[src/rtl/comp_pkg.sv]
// Shared widths, FSM state type and frame-length clamp for the complex accumulator.
package comp_pkg;

   typedef enum logic [1:0] {
      IDLE,
      ACC,
      OUT
   } state_e;

   // Width of one sign-extended multiplier output field.
   function automatic int iw(input int dwidth);
      return 2 * dwidth + 2;
   endfunction

   // Width of one accumulator field: input width plus guard bits.
   function automatic int aw(input int dwidth, input int acc_ext);
      return iw(dwidth) + acc_ext;
   endfunction

   // A zero length means a single-product frame; anything beyond the guard
   // bits' reach is cut to the longest frame that cannot overflow.
   function automatic int clamp_len(input int len, input int acc_ext);
      int max_len;
      max_len = 1 << acc_ext;
      if (len == 0) begin
         return 1;
      end else if (len > max_len) begin
         return max_len;
      end else begin
         return len;
      end
   endfunction

endpackage

[src/rtl/comp_acc_lane.sv]
// One signed accumulator lane: load, add or clear a sign-extended input field.
module comp_acc_lane
#(
   parameter int IW = 18,
   parameter int AW = 22
) (
   input  logic                 clk,
   input  logic                 rst_n,
   input  logic                 clr_i,
   input  logic                 load_i,
   input  logic                 add_i,
   input  logic signed [IW-1:0] din_i,
   output logic signed [AW-1:0] acc_o
);

   logic signed [AW-1:0] din_ext;
   logic signed [AW-1:0] acc_d;
   logic signed [AW-1:0] acc_q;

   // Next accumulator value; clear beats load beats add.
   always_comb begin
      // NOTE: assign a default before any branch so no path leaves acc_d unassigned and a latch is never inferred.
      acc_d   = acc_q;
      din_ext = {{(AW - IW){din_i[IW-1]}}, din_i};
      if (clr_i) begin
         acc_d = '0;
      end else if (load_i) begin
         acc_d = din_ext;
      end else if (add_i) begin
         acc_d = acc_q + din_ext;
      end
   end

   // Accumulator register with asynchronous reset.
   always_ff @(posedge clk or negedge rst_n) begin
      // NOTE: sequential state uses non-blocking assignments so every register samples pre-edge values.
      if (!rst_n) begin
         acc_q <= '0;
      end else begin
         acc_q <= acc_d;
      end
   end

   assign acc_o = acc_q;

endmodule

[src/rtl/comp_acc.sv]
// Complex accumulator: sums a frame of complex products and holds the result until accepted.
module comp_acc
   import comp_pkg::*;
#(
   parameter int DWIDTH  = 8,
   parameter int ACC_EXT = 4
) (
   input  logic                                clk,
   input  logic                                rst_n,
   input  logic                                sw_rst,
   input  logic [ACC_EXT:0]                    acc_len,
   input  logic                                in_val,
   output logic                                in_rdy,
   input  logic [2*iw(DWIDTH)-1:0]             in_data,
   output logic                                acc_val,
   input  logic                                acc_rdy,
   output logic [2*aw(DWIDTH, ACC_EXT)-1:0]    acc_data,
   output logic [ACC_EXT:0]                    acc_cnt
);

   localparam int IW = iw(DWIDTH);
   localparam int AW = aw(DWIDTH, ACC_EXT);
   localparam int LW = ACC_EXT + 1;

   state_e               state_q;
   logic [LW-1:0]        len_q;
   logic [LW-1:0]        len_d;
   logic [LW-1:0]        cnt_q;
   logic [LW-1:0]        cnt_d;
   logic                 acc_val_q;
   logic                 in_fire;
   logic                 lane_load;
   logic                 lane_add;
   logic signed [AW-1:0] xs;
   logic signed [AW-1:0] ys;

   assign in_rdy    = (state_q != OUT);
   assign in_fire   = in_val & in_rdy;
   assign len_d     = LW'(clamp_len(int'(acc_len), ACC_EXT));
   assign cnt_d     = cnt_q + LW'(1);
   assign lane_load = in_fire && (state_q == IDLE);
   assign lane_add  = in_fire && (state_q == ACC);

   // Frame control: length latch, product count, state and result-valid flag.
   always_ff @(posedge clk or negedge rst_n) begin
      if (!rst_n) begin
         state_q   <= IDLE;
         len_q     <= LW'(1);
         cnt_q     <= '0;
         acc_val_q <= 1'b0;
      end else if (sw_rst) begin
         state_q   <= IDLE;
         len_q     <= LW'(1);
         cnt_q     <= '0;
         acc_val_q <= 1'b0;
      end else begin
         case (state_q)
            IDLE: begin
               if (in_fire) begin
                  len_q <= len_d;
                  cnt_q <= LW'(1);
                  if (len_d == LW'(1)) begin
                     state_q   <= OUT;
                     acc_val_q <= 1'b1;
                  end else begin
                     state_q <= ACC;
                  end
               end
            end
            ACC: begin
               if (in_fire) begin
                  cnt_q <= cnt_d;
                  if (cnt_d == len_q) begin
                     state_q   <= OUT;
                     acc_val_q <= 1'b1;
                  end
               end
            end
            OUT: begin
               if (acc_rdy) begin
                  state_q   <= IDLE;
                  cnt_q     <= '0;
                  acc_val_q <= 1'b0;
               end
            end
            default: begin
               state_q   <= IDLE;
               acc_val_q <= 1'b0;
            end
         endcase
      end
   end

   comp_acc_lane #(.IW(IW), .AW(AW)) u_lane_re (
      .clk    (clk),
      .rst_n  (rst_n),
      .clr_i  (sw_rst),
      .load_i (lane_load),
      .add_i  (lane_add),
      .din_i  (in_data[2*IW-1:IW]),
      .acc_o  (xs)
   );

   comp_acc_lane #(.IW(IW), .AW(AW)) u_lane_im (
      .clk    (clk),
      .rst_n  (rst_n),
      .clr_i  (sw_rst),
      .load_i (lane_load),
      .add_i  (lane_add),
      .din_i  (in_data[IW-1:0]),
      .acc_o  (ys)
   );

   assign acc_val  = acc_val_q;
   assign acc_cnt  = cnt_q;
   assign acc_data = {xs, ys};

endmodule

[config.mk]
export PLATFORM = sky130hd
export DESIGN_NAME = comp_acc
export DESIGN_NICKNAME = d
export VERILOG_FILES = /design/src/rtl/comp_pkg.sv /design/src/rtl/comp_acc_lane.sv /design/src/rtl/comp_acc.sv
export SDC_FILE = /design/constraint.sdc
export NUM_CORES = 1
export LEC_CHECK = 0
export BUFFER_PORTS_ARGS = -buffer_cell sky130_fd_sc_hd__buf_2
export CAP_MARGIN = 20
export CORE_MARGIN = 1
export CORE_UTILIZATION = 61
export DETAILED_ROUTE_END_ITERATION = 10
export GPL_ROUTABILITY_DRIVEN = 0
export PLACE_DENSITY = 0.89
export SLEW_MARGIN = 25
export SYNTH_ARGS = -nofsm -noshare
export SYNTH_HDL_FRONTEND = slang
export SYNTH_SLANG_ARGS = --single-unit
[constraint.sdc]
create_clock -name clk -period 3.6 [get_ports clk]
set_input_delay 0 -clock clk [delete_from_list [all_inputs] [get_ports clk]]
set_output_delay 0 -clock clk [all_outputs]
set_load 0.05 [all_outputs]
==> results of run 1 <==
-- layout make-up --
cell class | count | area, sq um
sequential | 57 | 1430
inverter | 15 | 56.3
timing repair buffer | 135 | 858
clock buffer | 11 | 141
tap | 102 | 128
multi-input combinational | 481 | 3210
clock inverter | 5 | 55.1
fill | 574 | 1810
-- worst paths after layout --
path	from	cells after the start	to	slack (ps)
setup / recovery	u_lane_im.acc_o[0]$_DFFE_PN0P_	10	u_lane_im.acc_o[16]$_DFFE_PN0P_	800
hold / removal	in_data[0]	3	u_lane_im.acc_o[0]$_DFFE_PN0P_	10
setup reg to reg	u_lane_im.acc_o[0]$_DFFE_PN0P_	10	u_lane_im.acc_o[16]$_DFFE_PN0P_	800
hold reg to reg	u_lane_re.acc_o[0]$_DFFE_PN0P_	2	u_lane_re.acc_o[0]$_DFFE_PN0P_	510
max in group asynchronous	rst_n	3	len_q[0]$_DFFE_PN1P_	2450
min in group asynchronous	rst_n	2	u_lane_im.acc_o[14]$_DFFE_PN0P_	220
-- cells in the final DEF (no fill, tap or decap), types with 6 or more instances in the layout --
cell type      instances
a21o_1                15
a21oi_1               62
a22oi_1               14
and3_1                 8
buf_2                 96
clkbuf_8              10
dfrtp_1               56
dlygate4sd3_1         34
ha_1                  46
inv_1                 15
mux2i_1                8
nand2_1               61
nand2b_1               6
nand3_1               11
nand4_1                7
nor2_1                37
nor2b_1                7
nor3_1                 8
o211ai_1               6
o21a_1                 8
o21ai_0               66
o21bai_1               6
xnor2_1               22
xor2_1                14
-- critical path, delay by kind of cell (launching register included) --
| family | cells | cell delay, ps |
|---|---|---|
| compound gates | 7 | 1580 |
| flops | 1 | 390 |
| xor+xnor | 1 | 160 |
| fa+ha+maj | 2 | 610 |
-- kinds of logic (layout without fill, tap and decap cells) --
logic type      count (synthesis)  count (layout)
xor+xnor                       36              36
compound gates                220             220
simple gates                  168             168
fa+ha+maj                      48              48
mux                             9               9
buf+inv                        40             166
flops                          57              57
-- metrics by stage --
step | setup slack (ps) | instance area (sq um) | hold WS [ps] | total power [mW] | std cells
after floorplan | 860 | 4810 | -296 | 3.70 | 578
after CTS | 836 | 5880 | 2.27 | 5.08 | 806
after global placement | 898 | 5340 | 81.9 | 4.30 | 756
after global routing | 518 | 5880 | 22.9 | 5.46 | 806
after detailed placement | 861 | 5340 | 97.1 | 4.42 | 756
final | 798 | 5880 | 10.4 | 5.13 | 806
-- routing by layer --
layer | wire length [um] | global-route usage [%]
met2 | 6560 | 56.1
met3 | 750 | 4.88
met5 | 0 | 0
met4 | 472 | 19.4
met1 | 5270 | 38.2
-- synthesized netlist by cell type, types with 6 or more instances --
library cell / count
a21o_1: 15
a21oi_1: 62
a22oi_1: 14
and3_1: 9
clkbuf_1: 18
dfrtp_1: 56
ha_1: 46
inv_1: 15
mux2i_1: 8
nand2_1: 61
nand2b_1: 6
nand3_1: 11
nand4_1: 7
nor2_1: 37
nor2b_1: 7
nor3_1: 8
o211ai_1: 6
o21a_1: 8
o21ai_0: 66
o21bai_1: 6
xnor2_1: 22
xor2_1: 14
-- state kept, by name, indices dropped and copies added (netlist names) --
register	cells
u_lane_im.acc_o	22
len_q	5
u_lane_re.acc_o	22
acc_val	1
state_q	2
acc_cnt	5
-- power by group --
group | total, mW | switching [mW] | leakage (nW) | internal, mW
clock | 0.620 | 0.284 | 0.0953 | 0.336
combinational | 3.42 | 2.26 | 2.03 | 1.15
sequential | 1.09 | 0.219 | 0.769 | 0.873
==> flow_metrics.py, run 1 <==
metrics = {
    "logic_synthesis": {
        "synth-xor-area-share_pct": 6.56,
        "synthAdderAreaFrac_pct": 12.8,
        "syn_area_sq_mm": 0.00481,
        "synth_top_family_by_area": "compound AO/OA/AOI/OAI gates",
        "synthTopCellsByArea": "dfrtp_1 29%, ha_1 12%, o21ai_0 6.9%, a21oi_1 6.5%, nand2_1 4.8%",
        "synth_top_area_share_pct": 29.1,
        "ys.flop_type": "dfrtp_1",
        "yosysWarnings": 0,
        "synth-edff-count": 0,
        "synthesis.instances": 578,
        "syn_nets": 672,
        "synth-async-reset-ratio_pct": 100,
        "yosys.area_share.simple_pct": 16.6,
        "synth_top_cell_by_area": "dfrtp_1",
        "synthMuxAreaShare_pct": 1.90,
        "ys_types": 63,
        "avgSynthCellArea_sq_um": 8.32,
        "seq_area_frac_synth_pct": 29.7,
        "synth_compound_area_share_pct": 28.9,
        "ys_ff_latch": 57,
    },
    "clock_tree": {
        "cts_buffers": 9,
        "cts_buffer_depth": 2,
        "root_buffer": "clkbuf_8",
        "clk_pin_slew_ps": 80,
        "htreeDepth": 3,
        "hold_buffers": 34,
        "postCtsSetupRepairBufs": 0,
        "cts_tree": "yes",
        "cts.repair.resized": 0,
        "clkSinkCount": 57,
        "insertion_delay_ps": 350,
    },
    "cells_and_area": {
        "area_growth_pct": 22.3,
        "n_antenna_cell": 0,
        "layout-drive-gt1-share_pct": 18.3,
        "num-nets-final": 793,
        "utilization_pct": 76.5,
    },
    "status": {
        "status": "finished clean",
    },
    "route": {
        "antenna_left": 0,
        "viasPerCell": 6.23,
        "routed_wl_um": 13100,
        "routedWlPerCell_um": 16.2,
        "drt_iter0_drc": 269,
        "drcViolationCount": 0,
        "first_pass_iters": 5,
        "dr_total_vias": 5021,
    },
    "die": {
        "core_sq_mm": 0.00769,
        "fp.dieH_um": 90.8,
        "floorplan.initialDensity_pct": 62.5,
        "rows": 32,
        "ioPinCount": 97,
        "die_w_um": 90.8,
        "die-area_sq_mm": 0.00824,
    },
    "setup_path": {
        "startpoint_type": "flip-flop",
        "required_ps": 3870,
        "end_kind": "flip-flop",
        "path_cells": "ha_1, fa_1, a21o_1, a21oi_1, o21a_1, o31ai_1, a21oi_1, o21ai_0, xnor2_1, o21ai_0",
        "max_stage_delay_ps": 460,
        "slowest_stage": "a21oi_1",
        "path_max_fanout": 6,
        "critPathKind": "reg2reg",
        "arrival_ps": 3070,
    },
    "global_routing": {
        "overflow": 0,
        "track_usage_pct": 32.5,
        "antenna_found_initial": 0,
        "grt_max_degree": 49,
        "grt_pass1_vias": 4980,
        "grt_pass1_wl_um": 21900,
    },
    "timing": {
        "report.final.hold_viol_count": 0,
        "slew_viol_final": 0,
        "setup_viol": 0,
        "final.setup.tns_ps": 0,
        "fmax_ghz": 0.357,
        "relSlewSlack_pct": 36.4,
        "skew_ps": 15.4,
        "min_period_over_period_pct": 77.8,
        "worst_pin_slew_ps": 954,
        "rsz0062_at_grt": "no",
        "min_period_ps": 2800,
    },
    "power_and_ir_drop": {
        "leakage_nw": 2.89,
        "ir_drop_mv": 0.581,
        "power_density_mw_per_mm2": 872,
    },
    "placed_design": {
        "hpwl_um": 9100,
        "numPortBuffers": 96,
    },
    "job": {
        "maxCapViolations": 0,
    },
    "worst_hold_path": {
        "hold_class": "in2reg",
    },
}
No activity file was read; power rests on OpenSTA's default activity.
==> run 2, diff against run 1 <==
--- a/config.mk
+++ b/config.mk
@@ -8,10 +8,10 @@
 export BUFFER_PORTS_ARGS = -buffer_cell sky130_fd_sc_hd__buf_2
 export CAP_MARGIN = 20
 export CORE_MARGIN = 1
-export CORE_UTILIZATION = 61
+export CORE_UTILIZATION = 56
 export DETAILED_ROUTE_END_ITERATION = 10
 export GPL_ROUTABILITY_DRIVEN = 0
-export PLACE_DENSITY = 0.89
+export PLACE_DENSITY = 0.83
 export SLEW_MARGIN = 25
 export SYNTH_ARGS = -nofsm -noshare
 export SYNTH_HDL_FRONTEND = slang
==> constraint.sdc (replaced) <==
create_clock -name clk -period 2.8 [get_ports clk]
set_input_delay 0 -clock clk [delete_from_list [all_inputs] [get_ports clk]]
set_output_delay 0 -clock clk [all_outputs]
set_load 0.05 [all_outputs]
==> run 2 against run 1 <==
Compared with the run above: sequential power increased by 28%; first-iteration DRC count decreased by 12%; critical path type unchanged; combinational power increased by 31%.
==> flow_metrics.py, run 2 (synthesis results as in run 1) <==
metrics = {
    "placed_design": {
        "dp_slack_ps": 114,
        "post-place-cells": 765,
        "numPortBuffers": 96,
        "hpwl_um": 9470,
        "placed_area_sq_mm": 0.00541,
    },
    "timing": {
        "relSlewSlack_pct": 30.8,
        "setup_slack_ps": 151,
        "min_period_over_period_pct": 94.6,
        "min_period_ps": 2650,
        "fmax_ghz": 0.378,
        "setup_viol": 0,
        "worst_pin_slew_ps": 1030,
        "report.final.hold_viol_count": 0,
        "slew_viol_final": 0,
        "skew_ps": 8.87,
    },
    "route": {
        "drt_iter0_drc": 236,
        "routedWlPerCell_um": 16.1,
        "antenna_left": 0,
        "dr_total_vias": 4958,
        "drcViolationCount": 0,
        "first_pass_iters": 5,
        "routed_wl_um": 13100,
        "viasPerCell": 6.08,
    },
    "setup_path": {
        "arrival_ps": 2900,
        "r2r-start": "u_lane_re.acc_o[0]$_DFFE_PN0P_",
        "critPathKind": "reg2reg",
        "r2r_cells": 10,
        "r2r_setup_slack_ps": 150,
        "required_ps": 3050,
        "end_kind": "flip-flop",
        "path_cells": "ha_1, fa_1, a21oi_2, o21ai_1, a21oi_2, nor2b_2, a221o_2, a21oi_4, nor2_1, o41ai_2",
        "max_stage_delay_ps": 430,
        "critPathMostFrequentCell": "a21oi_2",
        "startpoint_type": "flip-flop",
        "path_max_fanout": 4,
        "timing.rr.end": "u_lane_re.acc_o[20]$_DFFE_PN0P_",
        "slowest_stage": "a221o_2",
    },
    "die": {
        "ioPinCount": 97,
        "fp.dieH_um": 94.7,
        "rows": 33,
        "die-area_sq_mm": 0.00896,
        "die_w_um": 94.7,
        "core_sq_mm": 0.00826,
        "floorplan.initialDensity_pct": 58.2,
    },
    "power_and_ir_drop": {
        "ir_drop_mv": 0.667,
        "power_density_mw_per_mm2": 1120,
        "leakage_nw": 2.95,
        "p_total_mw": 6.68,
    },
    "worst_hold_path": {
        "min_to": "u_lane_re.acc_o[5]$_DFFE_PN0P_",
        "hold_class": "in2reg",
        "hp-start": "in_data[23]",
        "whs_path_depth": 3,
    },
    "clock_tree": {
        "root_buffer": "clkbuf_8",
        "postCtsSetupRepairBufs": 0,
        "cts_buffers": 9,
        "htreeDepth": 3,
        "insertion_delay_ps": 350,
        "cts_tree": "yes",
        "cts_buffer_depth": 2,
        "clk_pin_slew_ps": 70,
        "clkSinkCount": 57,
    },
    "global_routing": {
        "antenna_found_initial": 0,
        "met2_usage_pct": 54.2,
        "track_usage_pct": 30.2,
        "grt_max_degree": 31,
        "grt_pass1_vias": 4868,
        "grt_pass1_wl_um": 21300,
        "busiest_layer": "met2",
        "overflow": 0,
        "met1_usage_pct": 35.1,
        "grt_use_met3_pct": 6.12,
    },
    "job": {
        "maxCapViolations": 0,
    },
    "cells_and_area": {
        "n_antenna_cell": 0,
        "final_common_cell": "buf_2",
        "layout-drive-gt1-share_pct": 19.8,
        "final_cell_mix": "96 x buf_2, 66 x o21ai_0, 61 x nand2_1, 60 x a21oi_1, 56 x dfrtp_1",
        "area_growth_pct": 24.6,
        "utilization_pct": 72.6,
        "postLayoutCellArea_sq_mm": 0.00599,
        "num-nets-final": 800,
        "finalNonFillerCells": 816,
    },
    "status": {
        "status": "finished clean",
    },
}
[run 2: critical path, delay by kind of cell, from the launching register on]
kind,cells,cell delay [ps]
compound gates,6,1370
fa+ha+maj,2,630
flops,1,390
simple gates,2,150
[run 2: stage by stage]
step	hold slack (ps)	TNS [ps]
after detailed placement	4.36	0
after floorplan	-296	0
final	13.0	0
after CTS	5.35	0
after global placement	206	0
after global routing	34.5	-2.27
[run 2: routing by layer]
| metal | vias up | part of all wire (%) |
|---|---|---|
| li1 | 2387 | - |
| met1 | 2373 | 41 |
| met2 | 177 | 51 |
| met3 | 21 | 6.5 |
| met4 | 0 | 1.8 |
| met5 | - | 0 |
[run 2: worst max path at each step]
| stage | startpoint | end | depth (start not counted) | slack [ps] |
|---|---|---|---|---|
| 2_1_floorplan | u_lane_re.acc_o[0]$_DFFE_PN0P_ | u_lane_re.acc_o[20]$_DFFE_PN0P_ | 10 | 60 |
| 3_5_place_dp | u_lane_re.acc_o[0]$_DFFE_PN0P_ | u_lane_re.acc_o[20]$_DFFE_PN0P_ | 10 | 110 |
| 5_1_grt | u_lane_re.acc_o[0]$_DFFE_PN0P_ | u_lane_re.acc_o[18]$_DFFE_PN0P_ | 10 | -2 |
| 6_report | u_lane_re.acc_o[0]$_DFFE_PN0P_ | u_lane_re.acc_o[20]$_DFFE_PN0P_ | 10 | 150 |
| 3_3_place_gp | u_lane_re.acc_o[0]$_DFFE_PN0P_ | u_lane_re.acc_o[20]$_DFFE_PN0P_ | 10 | 220 |
| 4_1_cts | u_lane_re.acc_o[0]$_DFFE_PN0P_ | u_lane_re.acc_o[20]$_DFFE_PN0P_ | 10 | 130 |
[run 2: power by group]
| part | leakage (nW) | total [mW] | internal (mW) | switching [mW] |
|---|---|---|---|---|
| logic | 2.07 | 4.47 | 1.54 | 2.92 |
| clock network | 0.109 | 0.823 | 0.456 | 0.367 |
| registers | 0.769 | 1.40 | 1.12 | 0.274 |
| total | 2.95 | 6.68 | 3.12 | 3.56 |
[run 2: repair_timing]
action | in CTS | in global routing
gates resized for setup | 0 | 5
endpoints found under the hold margin | 51 | 0
endpoints found under the setup margin | 0 | 3
hold buffers | 35 | 0
[run 2: final cells by class]
class	count	area [sq um]
sequential	57	1430
timing repair buffer	142	938
inverter	15	56.3
tap	105	131
clock inverter	5	53.8
multi-input combinational	481	3230
fill	653	2270
clock buffer	11	151
